--- src/rtl/psr_cond_unit_pkg.sv ---
// Shared CPU definitions: PSR flag positions, condition codes, flag struct and
// the condition evaluator used by both this unit and the instruction decoder.
package cpu_pkg;

  localparam int PSR_C = 0;
  localparam int PSR_L = 2;
  localparam int PSR_F = 5;
  localparam int PSR_Z = 6;
  localparam int PSR_N = 7;

  localparam logic [3:0] COND_EQ = 4'h0;
  localparam logic [3:0] COND_NE = 4'h1;
  localparam logic [3:0] COND_CS = 4'h2;
  localparam logic [3:0] COND_CC = 4'h3;
  localparam logic [3:0] COND_HI = 4'h4;
  localparam logic [3:0] COND_LS = 4'h5;
  localparam logic [3:0] COND_GT = 4'h6;
  localparam logic [3:0] COND_LE = 4'h7;
  localparam logic [3:0] COND_FS = 4'h8;
  localparam logic [3:0] COND_FC = 4'h9;
  localparam logic [3:0] COND_LO = 4'hA;
  localparam logic [3:0] COND_HS = 4'hB;
  localparam logic [3:0] COND_LT = 4'hC;
  localparam logic [3:0] COND_GE = 4'hD;
  localparam logic [3:0] COND_UC = 4'hE;
  localparam logic [3:0] COND_NV = 4'hF;

  typedef struct packed {
    logic n;
    logic z;
    logic f;
    logic l;
    logic c;
  } psr_flags_t;

  function automatic logic cond_eval(input logic [3:0] cc, input psr_flags_t fl);
    logic r;
    r = 1'b0;
    case (cc)
      COND_EQ: r = fl.z;
      COND_NE: r = !fl.z;
      COND_CS: r = fl.c;
      COND_CC: r = !fl.c;
      COND_HI: r = fl.l;
      COND_LS: r = !fl.l;
      COND_GT: r = fl.n;
      COND_LE: r = !fl.n;
      COND_FS: r = fl.f;
      COND_FC: r = !fl.f;
      COND_LO: r = !fl.l && !fl.z;
      COND_HS: r = fl.l || fl.z;
      COND_LT: r = !fl.n && !fl.z;
      COND_GE: r = fl.n || fl.z;
      COND_UC: r = 1'b1;
      default: r = 1'b0;
    endcase
    return r;
  endfunction

endpackage

--- src/rtl/psr_cond_unit_if.sv ---
// Bus between the ALU/decoder side (master) and the PSR condition unit (slave).
interface psr_cond_unit_if #(parameter int WIDTH = 16);
  logic             alu_c;
  logic             alu_f;
  logic [2:0]       alu_nzl;
  logic             we_cf;
  logic             we_nzl;
  logic             psr_wr_en;
  logic [WIDTH-1:0] psr_wr_data;
  logic             psr_push;
  logic             psr_pop;
  logic [3:0]       cond_code;
  logic [WIDTH-1:0] psr_out;
  logic             cond_true;
  logic             stk_full;
  logic             stk_empty;
  logic             stk_err;

  modport master (
    output alu_c, alu_f, alu_nzl, we_cf, we_nzl, psr_wr_en, psr_wr_data,
           psr_push, psr_pop, cond_code,
    input  psr_out, cond_true, stk_full, stk_empty, stk_err
  );

  modport slave (
    input  alu_c, alu_f, alu_nzl, we_cf, we_nzl, psr_wr_en, psr_wr_data,
           psr_push, psr_pop, cond_code,
    output psr_out, cond_true, stk_full, stk_empty, stk_err
  );
endinterface

--- src/rtl/psr_cond_unit_save_stack.sv ---
// LIFO of PSR flag sets for interrupt entry/return. Simultaneous push and pop
// cancel out; push-when-full and pop-when-empty are dropped and set a sticky error.
module psr_save_stack
  import cpu_pkg::*;
#(
  parameter int DEPTH = 4
) (
  input  logic       clk,
  input  logic       reset,
  input  logic       push_i,
  input  logic       pop_i,
  input  psr_flags_t data_i,
  output psr_flags_t data_o,
  output logic       pop_ok_o,
  output logic       full_o,
  output logic       empty_o,
  output logic       err_o
);
  localparam int AW = $clog2(DEPTH);
  localparam logic [AW:0] FULL_PTR = (AW+1)'(DEPTH);

  logic [AW:0]   ptr_q, ptr_d;
  logic          full_q, empty_q, err_q, err_d;
  logic          push_ok;
  logic [AW-1:0] top_idx;
  psr_flags_t    mem_q [DEPTH];

  assign push_ok  = push_i && !pop_i && !full_q;
  assign pop_ok_o = pop_i && !push_i && !empty_q;
  assign top_idx  = ptr_q[AW-1:0] - AW'(1);
  assign data_o   = mem_q[top_idx];

  always_comb begin
    ptr_d = ptr_q;
    if (push_ok)
      ptr_d = ptr_q + (AW+1)'(1);
    else if (pop_ok_o)
      ptr_d = ptr_q - (AW+1)'(1);
    err_d = err_q
          | (push_i && !pop_i && full_q)
          | (pop_i && !push_i && empty_q);
  end

  // Flags derive from the next pointer so they are valid the cycle after the op.
  always_ff @(posedge clk or posedge reset) begin
    if (reset) begin
      ptr_q   <= '0;
      full_q  <= 1'b0;
      empty_q <= 1'b1;
      err_q   <= 1'b0;
    end else begin
      ptr_q   <= ptr_d;
      full_q  <= (ptr_d == FULL_PTR);
      empty_q <= (ptr_d == '0);
      err_q   <= err_d;
    end
  end

  // Contents are don't-care after reset, so the storage carries no reset.
  always_ff @(posedge clk) begin
    if (push_ok)
      mem_q[ptr_q[AW-1:0]] <= data_i;
  end

  assign full_o  = full_q;
  assign empty_o = empty_q;
  assign err_o   = err_q;

endmodule

--- src/rtl/psr_cond_unit.sv ---
// CR16-style PSR stage after the ALU: flag capture, condition evaluation and
// PSR save stack. Define FLAG_BYPASS_EN to evaluate conditions on next-cycle flags.
module psr_cond_unit
  import cpu_pkg::*;
#(
  parameter int WIDTH     = 16,
  parameter int STK_DEPTH = 4
) (
  input  logic clk,
  input  logic reset,
  psr_cond_unit_if.slave bus
);
  psr_flags_t       flags_q, flags_d, stk_top;
  logic             stk_pop_ok, stk_full, stk_empty, stk_err;
  logic             unused_wr;
  logic [WIDTH-1:0] psr_word;

  psr_save_stack #(.DEPTH(STK_DEPTH)) u_stack (
    .clk      (clk),
    .reset    (reset),
    .push_i   (bus.psr_push),
    .pop_i    (bus.psr_pop),
    .data_i   (flags_q),
    .data_o   (stk_top),
    .pop_ok_o (stk_pop_ok),
    .full_o   (stk_full),
    .empty_o  (stk_empty),
    .err_o    (stk_err)
  );

  // Priority: push+pop cancels everything, then pop, then LPR, then ALU flags.
  always_comb begin
    flags_d = flags_q;
    if (bus.psr_push && bus.psr_pop) begin
      flags_d = flags_q;
    end else if (stk_pop_ok) begin
      flags_d = stk_top;
    end else if (bus.psr_wr_en) begin
      flags_d.c = bus.psr_wr_data[PSR_C];
      flags_d.l = bus.psr_wr_data[PSR_L];
      flags_d.f = bus.psr_wr_data[PSR_F];
      flags_d.z = bus.psr_wr_data[PSR_Z];
      flags_d.n = bus.psr_wr_data[PSR_N];
    end else begin
      if (bus.we_cf) begin
        flags_d.c = bus.alu_c;
        flags_d.f = bus.alu_f;
      end
      if (bus.we_nzl) begin
        flags_d.n = bus.alu_nzl[2];
        flags_d.z = bus.alu_nzl[1];
        flags_d.l = bus.alu_nzl[0];
      end
    end
  end

  always_ff @(posedge clk or posedge reset) begin
    if (reset)
      flags_q <= '0;
    else
      flags_q <= flags_d;
  end

  always_comb begin
    psr_word        = '0;
    psr_word[PSR_C] = flags_q.c;
    psr_word[PSR_L] = flags_q.l;
    psr_word[PSR_F] = flags_q.f;
    psr_word[PSR_Z] = flags_q.z;
    psr_word[PSR_N] = flags_q.n;
  end

  // Non-flag bits of the LPR value are intentionally discarded.
  assign unused_wr = ^bus.psr_wr_data;

  assign bus.psr_out   = psr_word;
  assign bus.stk_full  = stk_full;
  assign bus.stk_empty = stk_empty;
  assign bus.stk_err   = stk_err;

`ifdef FLAG_BYPASS_EN
  assign bus.cond_true = cond_eval(bus.cond_code, flags_d);
`else
  assign bus.cond_true = cond_eval(bus.cond_code, flags_q);
`endif

endmodule
--- src/flat_wrapper.sv ---
// flat-port wrapper written by rule: the top's interface ports become plain ports
module psr_cond_unit_flat import cpu_pkg::*;
#(
  parameter int WIDTH     = 16,
  parameter int STK_DEPTH = 4
)
  (clk, reset, bus_alu_c, bus_alu_f, bus_alu_nzl, bus_we_cf, bus_we_nzl, bus_psr_wr_en, bus_psr_wr_data, bus_psr_push, bus_psr_pop, bus_cond_code, bus_psr_out, bus_cond_true, bus_stk_full, bus_stk_empty, bus_stk_err);
  psr_cond_unit_if #(.WIDTH(WIDTH)) bus_i ();
  input  logic clk;
  input  logic reset;
  input wire logic [$bits(bus_i.alu_c)-1:0] bus_alu_c;
  input wire logic [$bits(bus_i.alu_f)-1:0] bus_alu_f;
  input wire logic [$bits(bus_i.alu_nzl)-1:0] bus_alu_nzl;
  input wire logic [$bits(bus_i.we_cf)-1:0] bus_we_cf;
  input wire logic [$bits(bus_i.we_nzl)-1:0] bus_we_nzl;
  input wire logic [$bits(bus_i.psr_wr_en)-1:0] bus_psr_wr_en;
  input wire logic [$bits(bus_i.psr_wr_data)-1:0] bus_psr_wr_data;
  input wire logic [$bits(bus_i.psr_push)-1:0] bus_psr_push;
  input wire logic [$bits(bus_i.psr_pop)-1:0] bus_psr_pop;
  input wire logic [$bits(bus_i.cond_code)-1:0] bus_cond_code;
  output wire logic [$bits(bus_i.psr_out)-1:0] bus_psr_out;
  output wire logic [$bits(bus_i.cond_true)-1:0] bus_cond_true;
  output wire logic [$bits(bus_i.stk_full)-1:0] bus_stk_full;
  output wire logic [$bits(bus_i.stk_empty)-1:0] bus_stk_empty;
  output wire logic [$bits(bus_i.stk_err)-1:0] bus_stk_err;
  assign bus_i.alu_c = bus_alu_c;
  assign bus_i.alu_f = bus_alu_f;
  assign bus_i.alu_nzl = bus_alu_nzl;
  assign bus_i.we_cf = bus_we_cf;
  assign bus_i.we_nzl = bus_we_nzl;
  assign bus_i.psr_wr_en = bus_psr_wr_en;
  assign bus_i.psr_wr_data = bus_psr_wr_data;
  assign bus_i.psr_push = bus_psr_push;
  assign bus_i.psr_pop = bus_psr_pop;
  assign bus_i.cond_code = bus_cond_code;
  assign bus_psr_out = bus_i.psr_out;
  assign bus_cond_true = bus_i.cond_true;
  assign bus_stk_full = bus_i.stk_full;
  assign bus_stk_empty = bus_i.stk_empty;
  assign bus_stk_err = bus_i.stk_err;
  psr_cond_unit #(.WIDTH(WIDTH), .STK_DEPTH(STK_DEPTH)) u_core (.clk(clk), .reset(reset), .bus(bus_i));
endmodule
--- config.mk ---
export PLATFORM = sky130hd
export DESIGN_NAME = psr_cond_unit_flat
export DESIGN_NICKNAME = d
export VERILOG_FILES = /design/src/rtl/psr_cond_unit_pkg.sv /design/src/rtl/psr_cond_unit_if.sv /design/src/rtl/psr_cond_unit_save_stack.sv /design/src/rtl/psr_cond_unit.sv /design/src/flat_wrapper.sv
export SDC_FILE = /design/constraint.sdc
export NUM_CORES = 1
export LEC_CHECK = 0
export CAP_MARGIN = 20
export CORE_UTILIZATION = 50
export DETAILED_ROUTE_END_ITERATION = 16
export PLACE_DENSITY = 0.85
export SLEW_MARGIN = 0
export SYNTH_ARGS = -nofsm -noshare
export SYNTH_HDL_FRONTEND = slang
export SYNTH_SLANG_ARGS = --single-unit
--- constraint.sdc ---
create_clock -name clk -period 3.05 [get_ports clk]
set_input_delay 0.61 -clock clk [delete_from_list [all_inputs] [get_ports clk]]
set_output_delay 0.61 -clock clk [all_outputs]
set_load 0.02 [all_outputs]
==> results.md <==
- Critical path capture point type: output port
- Power density over the cells: 732 nW/um^2
- Total vias in the final route: 1102
- Wire length per cell after detailed routing: 14.1 um
- Critical path fanouts, max: 6
- WP data required: 2440 ps
- Finished Cell Area: 2020 sq um
- Total of max-cap violations: 0
- Global routing usage summed across all routing layers: 19.9%
- Synthesis-to-layout area growth: 20.2%
- RSZ-0062 raised after global routing: no
- Sequential share of the synthesized area: 52.3%
- Slowest CP cell: clkdlybuf4s50_1
- Run status: complete, no violations
- First DRT Iteration DRCs: 26
- Top cell types by occurrence after synthesis: edfxtp_1 (20), nand2_1 (12), buf_4 (11), o21ai_1 (11), dfrtp_1 (10)
- Critical Path Max Stage Delay: 570 ps
- Placer's final routability congestion estimate: 0.721
- Worst-Skew Late Latency: 330 ps
- TritonCTS Buffers: 5
- Cells taking the most area after synthesis: edfxtp_1 (36%), dfrtp_1 (15%), mux4_2 (6.7%)
- Floorplan die area: 3590 sq um
- Vias in the first global route: 1150
- Global route overflow: 0
- CTS clock-pin slew for the worst setup and hold paths: 80 ps
- Accumulated negative setup slack: 0 ps
- Initial cell density of the core: 53.6%
- Final Cycle Share: 87.3%
- Sinks on the clock net: 31
- Per-instance average area after synthesis: 12.2 sq um
- Synth Register Bits: 31
- Post-synth top area share: 35.8%
- DRT Pass-1 Iters: 4
- Count of final max-slew check failures: 0
- Setup ws final: 387 ps
- Post-synthesis cell type count: 42
- Hold_buf cts: 0
- Worst Tran Pin Value: 536 ps
- Post-route total power: 1.47 mW
- Final net count: 204
- Maximum number of pins on one net before global-route repair: 13
- Remaining antenna violation count: 0
- WP data arrival: 2050 ps
- DRC errors left: 0
- Placed cell area: 1950 sq um
- Number of levels the H-tree was split into: 2
- Final count of negative-setup-slack endpoints: 0
- Site row count: 20
- Count of endpoints failing hold in the final timing report: 0
- Number of enable flip-flop cells after synthesis: 20
- Synth Flop Type: edfxtp_1
- Placed wire-length estimate: 2.33 mm
- Most frequent cell after synthesis: edfxtp_1
- Max rail drop VDD: 0.308 mV
- Share of async-settable or async-resettable flops after synthesis: 35.5%
- Clock tree from TritonCTS: done
- Synthesized instance count: 137
- Number of antenna violations at the first check in global routing: 0
- Fraction of layout instances using a drive strength above 1: 12.4%
- Floorplan die height: 59.9 um
- Worst setup timing slack at the placement stage: 45.7 ps
- Number of vias per cell: 5.17
- Netlist area before placement: 1680 sq um
- Area of the placeable core: 3130 sq um
- Series of cell instances along the critical path: clkdlybuf4s50_1, buf_4, xnor2_1, nor2_1, o211ai_1, nand4_1, dlymetal6s2s_1
- CTS Root Cell: clkbuf_4
- Yosys warning total: 0
- Leakage Power: 0.800 nW
- Classification of the worst setup path: in2out
- Wire length reported by the detailed router: 3.01 mm
- Minimum clock period: 2660 ps
- First-pass GRT wire length: 4.90 mm
- Post-synth top area cell: edfxtp_1
- Number of I/O port buffers: 29
- CTS Buffer Depth: 2
- Floorplan die width: 59.9 um
- Startpoint class of the critical path: input pin
- Hold WS: 511 ps
- Largest clock skew in the final design: 10.6 ps
- Count of antenna diodes in the layout: 0
- I/O pin count: 52
- Slew Limit Headroom: 63.9%
- Max Clock Freq: 375 MHz
- HP Class: reg2reg
-- worst paths after layout --
check / from / endpoint / slack, ps / cells past startpoint
max reg2reg: u_core.u_stack.ptr_q[0] / u_core.bus.psr_out[5] / 1140 / 5
min in group asynchronous: reset / u_core.bus.psr_out[6] / 550 / 2
max in group asynchronous: reset / u_core.u_stack.empty_o / 2170 / 2
min reg2reg: u_core.u_stack.err_o / u_core.u_stack.err_o / 510 / 2
max: bus_cond_code[0] / bus_cond_true / 390 / 7
min: u_core.u_stack.err_o / u_core.u_stack.err_o / 510 / 2
-- cell usage in the layout, fill, tap and decap left out, drive strengths merged, types with 3 or more instances in the layout --
cell,instances
and2,5
mux2i,7
ha,4
inv,7
clkbuf,7
dfrtp,10
mux4,5
edfxtp,20
clkdlybuf4s50,28
nand2,12
o211ai,3
xnor2,4
conb,11
nor2b,3
nor2,5
o21ai,13
o31ai,3
-- sequential cells by signal, indices dropped and copies added, names as in the netlist --
| register | count |
|---|---|
| u_core.u_stack.mem_q | 20 |
| u_core.bus.psr_out | 5 |
| u_core.u_stack.ptr_q | 3 |
| u_core.u_stack.empty_o | 1 |
| u_core.u_stack.err_o | 1 |
| u_core.u_stack.full_o | 1 |
-- report_power, final --
| part | internal [mW] | switching (mW) |
|---|---|---|
| Sequential | 0.564 | 0.122 |
| Clock | 0.110 | 0.127 |
| Combinational | 0.287 | 0.264 |
| Total | 0.961 | 0.513 |
-- worst max-delay path, delay by kind of cell --
kind / cells / cell delay [ps]
simple gates: 2 / 180
xor+xnor: 1 / 120
buf+inv: 3 / 950
compound gates: 1 / 190
-- per-stage QoR --
step                utilization, %  cells
floorplan                        -    147
global placement              62.5    205
detailed placement            62.5    205
CTS                           64.4    213
global route                  64.4    213
finish                        64.4    213
-- per-layer routing --
layer / up-vias / global-route usage, % / wire length (um)
met3: 9 / 6.71 / 242
met4: 0 / 13.0 / 87
met1: 506 / 20.1 / 1230
met5: - / 0 / 0
li1: 537 / - / -
met2: 50 / 34.8 / 1450
-- final cells by class --
cell class              instances  area [sq um]
clock buffers                   7          55.1
clock inverters                 1          3.75
fillers                       230          1110
inverters                       7          26.3
multi-input cells              93           698
flip-flops and latches         31           877
well taps                      44          55.1
repair buffers                 30           300
-- what timing repair did --
action                     4_1_cts  5_1_grt
setup endpoints to repair        0        1
setup buffers                    0        0
gates resized for setup          0        1
-- cell families (layout without fill, tap and decap cells) --
family                   after synthesis  in the layout  share of synthesized area, %
AND/OR/NAND/NOR                       36             36                          12.7
flip-flops                            31             31                          52.3
AO/OA/AOI/OAI                         26             26                          10.1
buffers and inverters                 23             45                          8.28
multiplexers                          12             12                          10.9
adder cells (fa/ha/maj)                4              4                          2.99
XOR/XNOR                               4              4                          2.54
other                                  1             11                         0.224
Power figures use the tool's default switching activity.
